File: src/rtl/pop_btn_pkg.sv
`default_nettype none
// ============================================================================
// Module      : pop_btn_pkg
// Description : Shared constants and state encoding for the POP front-panel
//               button conditioner.
// Revision    : 1.0 - initial release
// ============================================================================
package pop_btn_pkg;

    localparam int BTN_PI2_PLUS       = 0;
    localparam int BTN_PI2_MINUS      = 1;
    localparam int BTN_FREEP_PLUS     = 2;
    localparam int BTN_FREEP_MINUS    = 3;
    localparam int BTN_LOAD_DEFAULTS  = 4;

    localparam int NUM_BTN_DEFAULT         = 5;
    localparam int CNT_WIDTH_DEFAULT       = 21;
    localparam int DEBOUNCE_CYCLES_DEFAULT = 25000;
    localparam int REPEAT_DELAY_DEFAULT    = 1250000;
    localparam int REPEAT_PERIOD_DEFAULT   = 250000;
    localparam logic [NUM_BTN_DEFAULT-1:0] REPEAT_MASK_DEFAULT = 5'b01111;

    typedef enum logic [1:0] {
        ST_IDLE    = 2'd0,
        ST_HOLD    = 2'd1,
        ST_RPT     = 2'd2,
        ST_LATCHED = 2'd3
    } rpt_state_t;

endpackage
`default_nettype wire

File: src/rtl/pop_btn_channel.sv
`default_nettype none
// ============================================================================
// Module      : pop_btn_channel
// Description : One button: 2-FF synchroniser, debounce and auto-repeat FSM
//               sharing a single saturating timer.
// Revision    : 1.0 - initial release
// ============================================================================
module pop_btn_channel
    import pop_btn_pkg::*;
#(
    parameter logic ACTIVE_LOW      = 1'b1,
    parameter int   CNT_WIDTH       = CNT_WIDTH_DEFAULT,
    parameter int   DEBOUNCE_CYCLES = DEBOUNCE_CYCLES_DEFAULT,
    parameter int   REPEAT_DELAY    = REPEAT_DELAY_DEFAULT,
    parameter int   REPEAT_PERIOD   = REPEAT_PERIOD_DEFAULT,
    parameter logic REPEAT_EN       = 1'b1
) (
    input  logic clk,
    input  logic rst,
    input  logic i_btn_raw,
    input  logic i_inhibit,
    output logic o_pulse,
    output logic o_level
);

    localparam logic [CNT_WIDTH-1:0] c_dbnc_last  = CNT_WIDTH'(DEBOUNCE_CYCLES - 1);
    localparam logic [CNT_WIDTH-1:0] c_delay_last = CNT_WIDTH'(REPEAT_DELAY - 1);
    localparam logic [CNT_WIDTH-1:0] c_per_last   = CNT_WIDTH'(REPEAT_PERIOD - 1);

    logic                 r_sync1;
    logic                 r_sync2;
    logic                 r_level;
    logic                 r_pulse;
    logic                 r_dbnc;
    logic [CNT_WIDTH-1:0] r_timer;
    rpt_state_t           r_state;

    logic                 w_s;
    logic                 w_differ;
    logic                 w_settled;
    logic [CNT_WIDTH-1:0] w_dbnc_cnt;

    function automatic logic [CNT_WIDTH-1:0] sat_inc(input logic [CNT_WIDTH-1:0] v);
        return (v == {CNT_WIDTH{1'b1}}) ? v : v + 1'b1;
    endfunction

    assign w_s        = r_sync2 ^ ACTIVE_LOW;
    assign w_differ   = (w_s != r_level);
    // r_dbnc marks the timer as holding a debounce count rather than repeat time
    assign w_settled  = ~w_differ & ~r_dbnc;
    assign w_dbnc_cnt = r_dbnc ? r_timer : '0;

    always_ff @(posedge clk) begin
        if (rst) begin
            r_sync1 <= ACTIVE_LOW;
            r_sync2 <= ACTIVE_LOW;
            r_level <= 1'b0;
            r_pulse <= 1'b0;
            r_dbnc  <= 1'b0;
            r_timer <= '0;
            r_state <= ST_IDLE;
        end else begin
            r_sync1 <= i_btn_raw;
            r_sync2 <= r_sync1;
            r_pulse <= 1'b0;

            if (w_differ) begin
                if (w_dbnc_cnt >= c_dbnc_last) begin
                    r_level <= w_s;
                    r_timer <= '0;
                    r_dbnc  <= 1'b0;
                end else begin
                    r_timer <= sat_inc(w_dbnc_cnt);
                    r_dbnc  <= 1'b1;
                end
            end else if (r_dbnc) begin
                r_timer <= '0;
                r_dbnc  <= 1'b0;
            end

            // Repeat pulses only fire while debounce is idle, so a release in
            // progress swallows any repeat that falls due during it.
            case (r_state)
                ST_IDLE: begin
                    if (r_level) begin
                        r_pulse <= ~i_inhibit;
                        r_state <= REPEAT_EN ? ST_HOLD : ST_LATCHED;
                    end
                end
                ST_HOLD: begin
                    if (!r_level) begin
                        r_state <= ST_IDLE;
                    end else if (w_settled) begin
                        if (r_timer >= c_delay_last) begin
                            r_pulse <= ~i_inhibit;
                            r_timer <= '0;
                            r_state <= ST_RPT;
                        end else begin
                            r_timer <= sat_inc(r_timer);
                        end
                    end
                end
                ST_RPT: begin
                    if (!r_level) begin
                        r_state <= ST_IDLE;
                    end else if (w_settled) begin
                        if (r_timer >= c_per_last) begin
                            r_pulse <= ~i_inhibit;
                            r_timer <= '0;
                        end else begin
                            r_timer <= sat_inc(r_timer);
                        end
                    end
                end
                ST_LATCHED: begin
                    if (!r_level) begin
                        r_state <= ST_IDLE;
                    end
                end
                default: r_state <= ST_IDLE;
            endcase
        end
    end

    assign o_pulse = r_pulse;
    assign o_level = r_level;

endmodule
`default_nettype wire

File: src/rtl/pop_button_conditioner.sv
`default_nettype none
// ============================================================================
// Module      : pop_button_conditioner
// Description : Front-panel button conditioner for the POP timing sequencer:
//               per-channel debounce/auto-repeat plus plus/minus pair masking.
// Revision    : 1.0 - initial release
// ============================================================================
module pop_button_conditioner
    import pop_btn_pkg::*;
#(
    parameter int   NUM_BTN         = NUM_BTN_DEFAULT,
    parameter logic ACTIVE_LOW      = 1'b1,
    parameter int   CNT_WIDTH       = CNT_WIDTH_DEFAULT,
    parameter int   DEBOUNCE_CYCLES = DEBOUNCE_CYCLES_DEFAULT,
    parameter int   REPEAT_DELAY    = REPEAT_DELAY_DEFAULT,
    parameter int   REPEAT_PERIOD   = REPEAT_PERIOD_DEFAULT,
    parameter logic [NUM_BTN-1:0] REPEAT_MASK = NUM_BTN'(REPEAT_MASK_DEFAULT)
) (
    input  logic               clk_2M5,
    input  logic               reset,
    input  logic [NUM_BTN-1:0] btn_raw,
    output logic [NUM_BTN-1:0] btn_pulse,
    output logic [NUM_BTN-1:0] btn_level,
    output logic               any_pressed
);

    logic [NUM_BTN-1:0] w_level;
    logic [NUM_BTN-1:0] w_pulse;
    logic [NUM_BTN-1:0] w_inhibit;

    for (genvar i = 0; i < NUM_BTN; i++) begin : g_chan
        // Adjust buttons come in plus/minus pairs (0/1, 2/3); a pressed partner
        // blocks this channel's pulses so opposing steps never cancel mid-run.
        if ((i < BTN_LOAD_DEFAULTS) && ((i ^ 1) < NUM_BTN)) begin : g_paired
            assign w_inhibit[i] = w_level[i ^ 1];
        end else begin : g_unpaired
            assign w_inhibit[i] = 1'b0;
        end

        pop_btn_channel #(
            .ACTIVE_LOW      (ACTIVE_LOW),
            .CNT_WIDTH       (CNT_WIDTH),
            .DEBOUNCE_CYCLES (DEBOUNCE_CYCLES),
            .REPEAT_DELAY    (REPEAT_DELAY),
            .REPEAT_PERIOD   (REPEAT_PERIOD),
            .REPEAT_EN       (REPEAT_MASK[i])
        ) u_chan (
            .clk       (clk_2M5),
            .rst       (reset),
            .i_btn_raw (btn_raw[i]),
            .i_inhibit (w_inhibit[i]),
            .o_pulse   (w_pulse[i]),
            .o_level   (w_level[i])
        );
    end

    assign btn_pulse   = w_pulse;
    assign btn_level   = w_level;
    assign any_pressed = |w_level;

endmodule
`default_nettype wire

File: config.mk
export PLATFORM = sky130hd
export DESIGN_NAME = pop_button_conditioner
export DESIGN_NICKNAME = d
export VERILOG_FILES = /design/src/rtl/pop_btn_pkg.sv /design/src/rtl/pop_btn_channel.sv /design/src/rtl/pop_button_conditioner.sv
export SDC_FILE = /design/constraint.sdc
export NUM_CORES = 1
export LEC_CHECK = 0
export ABC_AREA = 1
export BUFFER_PORTS_ARGS = -buffer_cell sky130_fd_sc_hd__buf_2
export CAP_MARGIN = 30
export CORE_AREA = 8 8 150 208
export DETAILED_ROUTE_END_ITERATION = 6
export DIE_AREA = 0 0 158 216
export PLACE_DENSITY = 0.68
export SETUP_SLACK_MARGIN = 0.15
export SYNTH_ARGS = -nofsm -noshare
export SYNTH_HDL_FRONTEND = slang
export SYNTH_SLANG_ARGS = --single-unit
File: constraint.sdc
create_clock -name clk_2M5 -period 4.49 [get_ports clk_2M5]
set_clock_uncertainty 0.1 [all_clocks]
set_input_delay 0.449 -clock clk_2M5 [delete_from_list [all_inputs] [get_ports clk_2M5]]
set_output_delay 0.449 -clock clk_2M5 [all_outputs]
set_load 0.03 [all_outputs]
==> results of run 1 <==
[final timing paths]
check                      startpoint                       end  slack [ps]  depth (start not counted)
max          g_chan[3].u_chan.o_level  g_chan[3].u_chan.o_pulse        1520                          7
min                        btn_raw[2]  g_chan[2].u_chan.r_sync1          70                          2
max reg2reg  g_chan[3].u_chan.o_level  g_chan[3].u_chan.o_pulse        1520                          7
min reg2reg  g_chan[4].u_chan.r_sync1  g_chan[4].u_chan.r_sync2         310                          1
[report_power, final]
part | internal (W) | switching [W] | total, W
Sequential | 0.00132 | 0.000185 | 0.00151
Combinational | 0.000308 | 0.000759 | 0.00107
Clock | 0.000832 | 0.000647 | 0.00148
[per-layer routing]
metal	global-route usage, %	up-vias	part of all wire (%)
met5	0	-	0
met4	18.6	0	5.2
met3	4.08	179	6.3
met2	50.7	739	49
met1	33.0	7843	39
li1	-	8597	-
[final cells by class]
| cell class | instances | area [sq um] |
|---|---|---|
| clock inverter | 13 | 151 |
| clock buffer | 19 | 433 |
| sequential | 140 | 2800 |
| timing repair buffer | 35 | 223 |
| multi-input combinational | 2153 | 10300 |
| inverter | 275 | 1030 |
| tap | 375 | 469 |
| fill | 3087 | 12700 |
[sequential cells by signal, summed over array words and instances, names as in the netlist]
register	flops
g_chan.u_chan.r_timer	105
g_chan.u_chan.r_state	10
g_chan.u_chan.o_level	5
g_chan.u_chan.o_pulse	5
g_chan.u_chan.r_dbnc	5
g_chan.u_chan.r_sync1	5
g_chan.u_chan.r_sync2	5
[logic make-up after synthesis]
kind of cell,after synthesis,share of synthesized area [%]
AOI/OAI and AO/OA,298,10.1
DFF,140,18.4
and+or+nand+nor,1733,49.9
buffers and inverters,451,13.5
adders and majority gates,40,3.29
xor gates and xnor gates,82,4.73
[placed cells by master (no fill, tap or decap), types with 3 or more instances in the layout]
master,instances
inv_2,16
a21oi_1,147
nor2_2,14
nand2_2,16
nor3_1,56
buf_4,19
buf_2,16
xnor2_1,10
nand4_1,67
nor2_1,319
clkbuf_16,17
nand3b_1,6
nand3_1,407
ha_1,40
nand2_1,804
nor3_2,3
o21ai_1,3
a21oi_2,3
dfxtp_1,140
nand3_2,12
inv_1,257
inv_6,8
or2_2,11
a31oi_1,4
xor2_1,72
o21ai_0,132
[metrics by stage]
| stage | cells | setup slack, ps |
|---|---|---|
| after floorplan | 2744 | 2040 |
| final | 3010 | 1520 |
| after CTS | 3010 | 1510 |
| after global placement | 2977 | 1490 |
| after global routing | 3010 | 1290 |
| after detailed placement | 2978 | 1530 |
==> metrics, run 1 <==
run status finished, final reports clean; final WL 49,400 um; Max Root-Sink Buffers 2; CTS buffer count 17; number of enable flip-flop cells after synthesis 0; WP data required 4750 ps; Synth cell types 50; post-layout min period 2970 ps; sequential share of the synthesized area 18.4%; vias in the first global route 16,567; Mean Syn Cell Area 5.54 sq um; I/O pin total 18; Die Area 34,100 sq um; Slowest cell on crit path nor2_1; largest net degree at the start of global routing 48; Worst-path clk slew 70 ps; Final TNS setup 0 ps; Worst-Margin Slew 1040 ps; Worst path most repeated cell inv_1; net count of the mapped netlist 2,791; drt first pass iters 6; total track usage 29.3%; power per cell area 262 nW/um^2; initial cell density of the core 54.0%; initial antenna violation count 0; final setup fails 0; synth warn 0; ant diodes 0; final instance area 15,500 sq um; final count of hold timing violations 0; Max H-tree Level 4; dominant cell type by area after synthesis nand2_1; Min Hold Slack 71.1 ps; Congestion Overflow GR 0; Synth async-reset ratio 0%; num rows 73; worst-path fanout max 16; Max VDD drop 0.000328 V; Synth Register Bits 140; post-synthesis cell count 2,744; top cells by area, synth nand2_1, dfxtp_1, nand3_1; PostCTS Resize Cnt 0; layout net count 2,669; synthesized cell area 15,200 sq um; Critical Path Source Type flip-flop; clk sink count 140; post-cts hold buffer count 0; Port Buffer Count 17; wire per inst 16.4 um; Top FF cell, synth dfxtp_1; final core utilization 55.0%; clk_lat worst skew 450 ps; worst path cell trace inv_1, or2_1, nand2_1, inv_1, nor2_1, nand3_1, a21oi_1; Yosys top cell area share 19.9%; DIE HEIGHT 216 um; critical path arrival 3230 ps; Post-synth top cells nand2_1, nand3_1, nor2_1; total number of vias 17,358; first-pass GRT wire length 81,800 um; root buffer cell clkbuf_16; overall power 0.00405 W; Area growth syn-to-layout 1.73%; Core ar. 28,100 sq um; drt initial violations 1,382; GPL Wtd Cong 1.02; placed cell area 14,900 sq um; Max Slew Vio Count 0; Post-CTS Setup Bufs 0; CP delay by family, top simple AND/OR/NAND/NOR gates; fin crit share 66.1%; layout cells sized above 1 5.73%; Post-DRT Antenna Nets 0; Worst slew margin 30.7%; CP max stage delay 770 ps; DRC viols 0; Crit Path Class flip-flop to flip-flop; RSZ-0062 raised after global routing no; Die Width 158 um; number of max-cap violations 0; FMAX 0.337 GHz; TritonCTS clock tree done; most numerous cell in the Yosys netlist nand2_1; placed wire-length estimate 36,000 um; Via density 5.77; Buf+Inv Stages, Crit Path 2; leak pwr 6.90 nW; CP Capture Type flip-flop; Tightest Hold Check Type primary input to flip-flop
No activity file was read; power rests on OpenSTA's default activity.
==> inputs of run 2 (changes only) <==
- PLACE_DENSITY: 0.68 -> 0.71
- clock period: 4.49 -> 2.7 ns (I/O delays scaled with it)
==> run 2 against run 1 <==
  * Non-clock buffer count is 85 higher
  * Clock power is 59% higher
  * First-iteration DRC count is 14% higher
==> metrics, run 2 (synthesis gave the netlist of run 1 again) <==
M2 GR Usage 52.0%; CP Capture Type flip-flop; number of max-cap violations 0; FMAX 0.422 GHz; Cell Count Post-Placement 3,055; initial cell density of the core 54.0%; first-pass GRT wire length 82,800 um; Area growth syn-to-layout 6.64%; root buffer cell clkbuf_16; Max Root-Sink Buffers 2; RSZ-0062 raised after global routing no; layout net count 2,754; Max VDD drop 0.000522 V; Die Area 34,100 sq um; final setup fails 0; met3 Use GR 4.20%; Worst-Margin Slew 752 ps; Max Slew Vio Count 0; fin crit share 87.7%; worst-path fanout max 13; commonest non-fill, non-tap cells in the layout nand2_1, nand3_1, nor2_1; ant diodes 0; Register-to-Register Setup Slack 330 ps; Critical Path Source Type flip-flop; DRC viols 0; critical path arrival 2660 ps; CTS buffer count 17; Port Buffer Count 17; drt first pass iters 6; Congestion Overflow GR 0; I/O pin total 18; final count of hold timing violations 0; final instance area 16,200 sq um; total number of vias 17,833; layout cells sized above 1 8.94%; DIE HEIGHT 216 um; Core ar. 28,100 sq um; Via density 5.76; post-layout min period 2370 ps; worst-case reg-to-reg path depth 9; run status finished, final reports clean; Crit Path Class flip-flop to flip-flop; placed cell area 15,500 sq um; FILL cells 2,990; final WL 51,700 um; max reg flops 105; worst hold stages 2; commonest non-fill, non-tap cell in the layout nand2_1; largest net degree at the start of global routing 70; GPL Wtd Cong 1.01; WP data required 2990 ps; vias in the first global route 16,512; Reg with most FFs g_chan.u_chan.r_timer; Post-DRT Antenna Nets 0; Min Hold Slack 265 ps; leak pwr 7.32 nW; wire per inst 16.7 um; Tightest Hold Check Type primary input to flip-flop; Worst slew margin 49.9%; Final TNS setup 0 ps; drt initial violations 1,569; GRT busiest layer met2; Max H-tree Level 4; power per cell area 420 nW/um^2; num rows 73; top flop regs g_chan.u_chan.r_timer x105, g_chan.u_chan.r_state x10; placed wire-length estimate 38,700 um; Worst-path clk slew 70 ps; TritonCTS clock tree done; total track usage 30.0%; Die Width 158 um; clk_lat worst skew 460 ps; clk sink count 140; initial antenna violation count 0; Finished Layout Cells 3,094; met1 Use GR 33.4%
run 2: layout make-up:
cell class | instances | area [sq um] | area share (%)
repair buffers | 120 | 922 | 5.69
multi-input cells | 2153 | 10400 | 64.3
clock buffers | 17 | 425 | 2.62
inverters | 275 | 1030 | 6.38
clock inverters | 14 | 136 | 0.841
well taps | 375 | 469 | 2.89
flip-flops and latches | 140 | 2810 | 17.3
run 2: per-layer routing:
layer,up-vias,part of all wire [%]
met2,817,49
met4,0,6.3
met5,-,0
met3,230,6.2
li1,8746,-
met1,8040,38
run 2: final timing paths:
kind / startpoint / endpoint
setup / recovery: g_chan[2].u_chan.r_timer[12] / g_chan[2].u_chan.r_timer[9]
hold / removal: reset / g_chan[0].u_chan.r_timer[8]
setup reg to reg: g_chan[2].u_chan.r_timer[12] / g_chan[2].u_chan.r_timer[9]
hold reg to reg: g_chan[2].u_chan.r_sync1 / g_chan[2].u_chan.r_sync2
run 2: timing repair:
action / 4_1_cts / 5_1_grt
resized for setup: 0 / 18
endpoints found under the hold margin: 5 / 0
buffers inserted: 0 / 3
setup endpoints to repair: 0 / 65
hold buffers: 5 / 0
run 2: worst max-delay path, stage by stage (launching register included):
cell and delay (ps):
dfxtp_1 560, nand2_1 230, nor2_1 250, nand2_1 100
nor2_2 150, nand3_2 300, buf_4 300, o21ai_0 80
nand3_1 90, a21oi_1 140
run 2: where the power goes:
part	switching, W	total [W]	internal (W)
clock network	0.00107	0.00235	0.00128
logic	0.00139	0.00205	0.000655
registers	0.000207	0.00241	0.00220
total	0.00267	0.00681	0.00414
run 2: per-stage QoR:
step,setup slack [ps],util (%),power (W)
finish,331,57.6,0.00681
global route,151,57.6,0.00715
CTS,186,57.2,0.00679
detailed placement,192,55.0,0.00444
global placement,216,55.0,0.00442
floorplan,249,-,0.00385
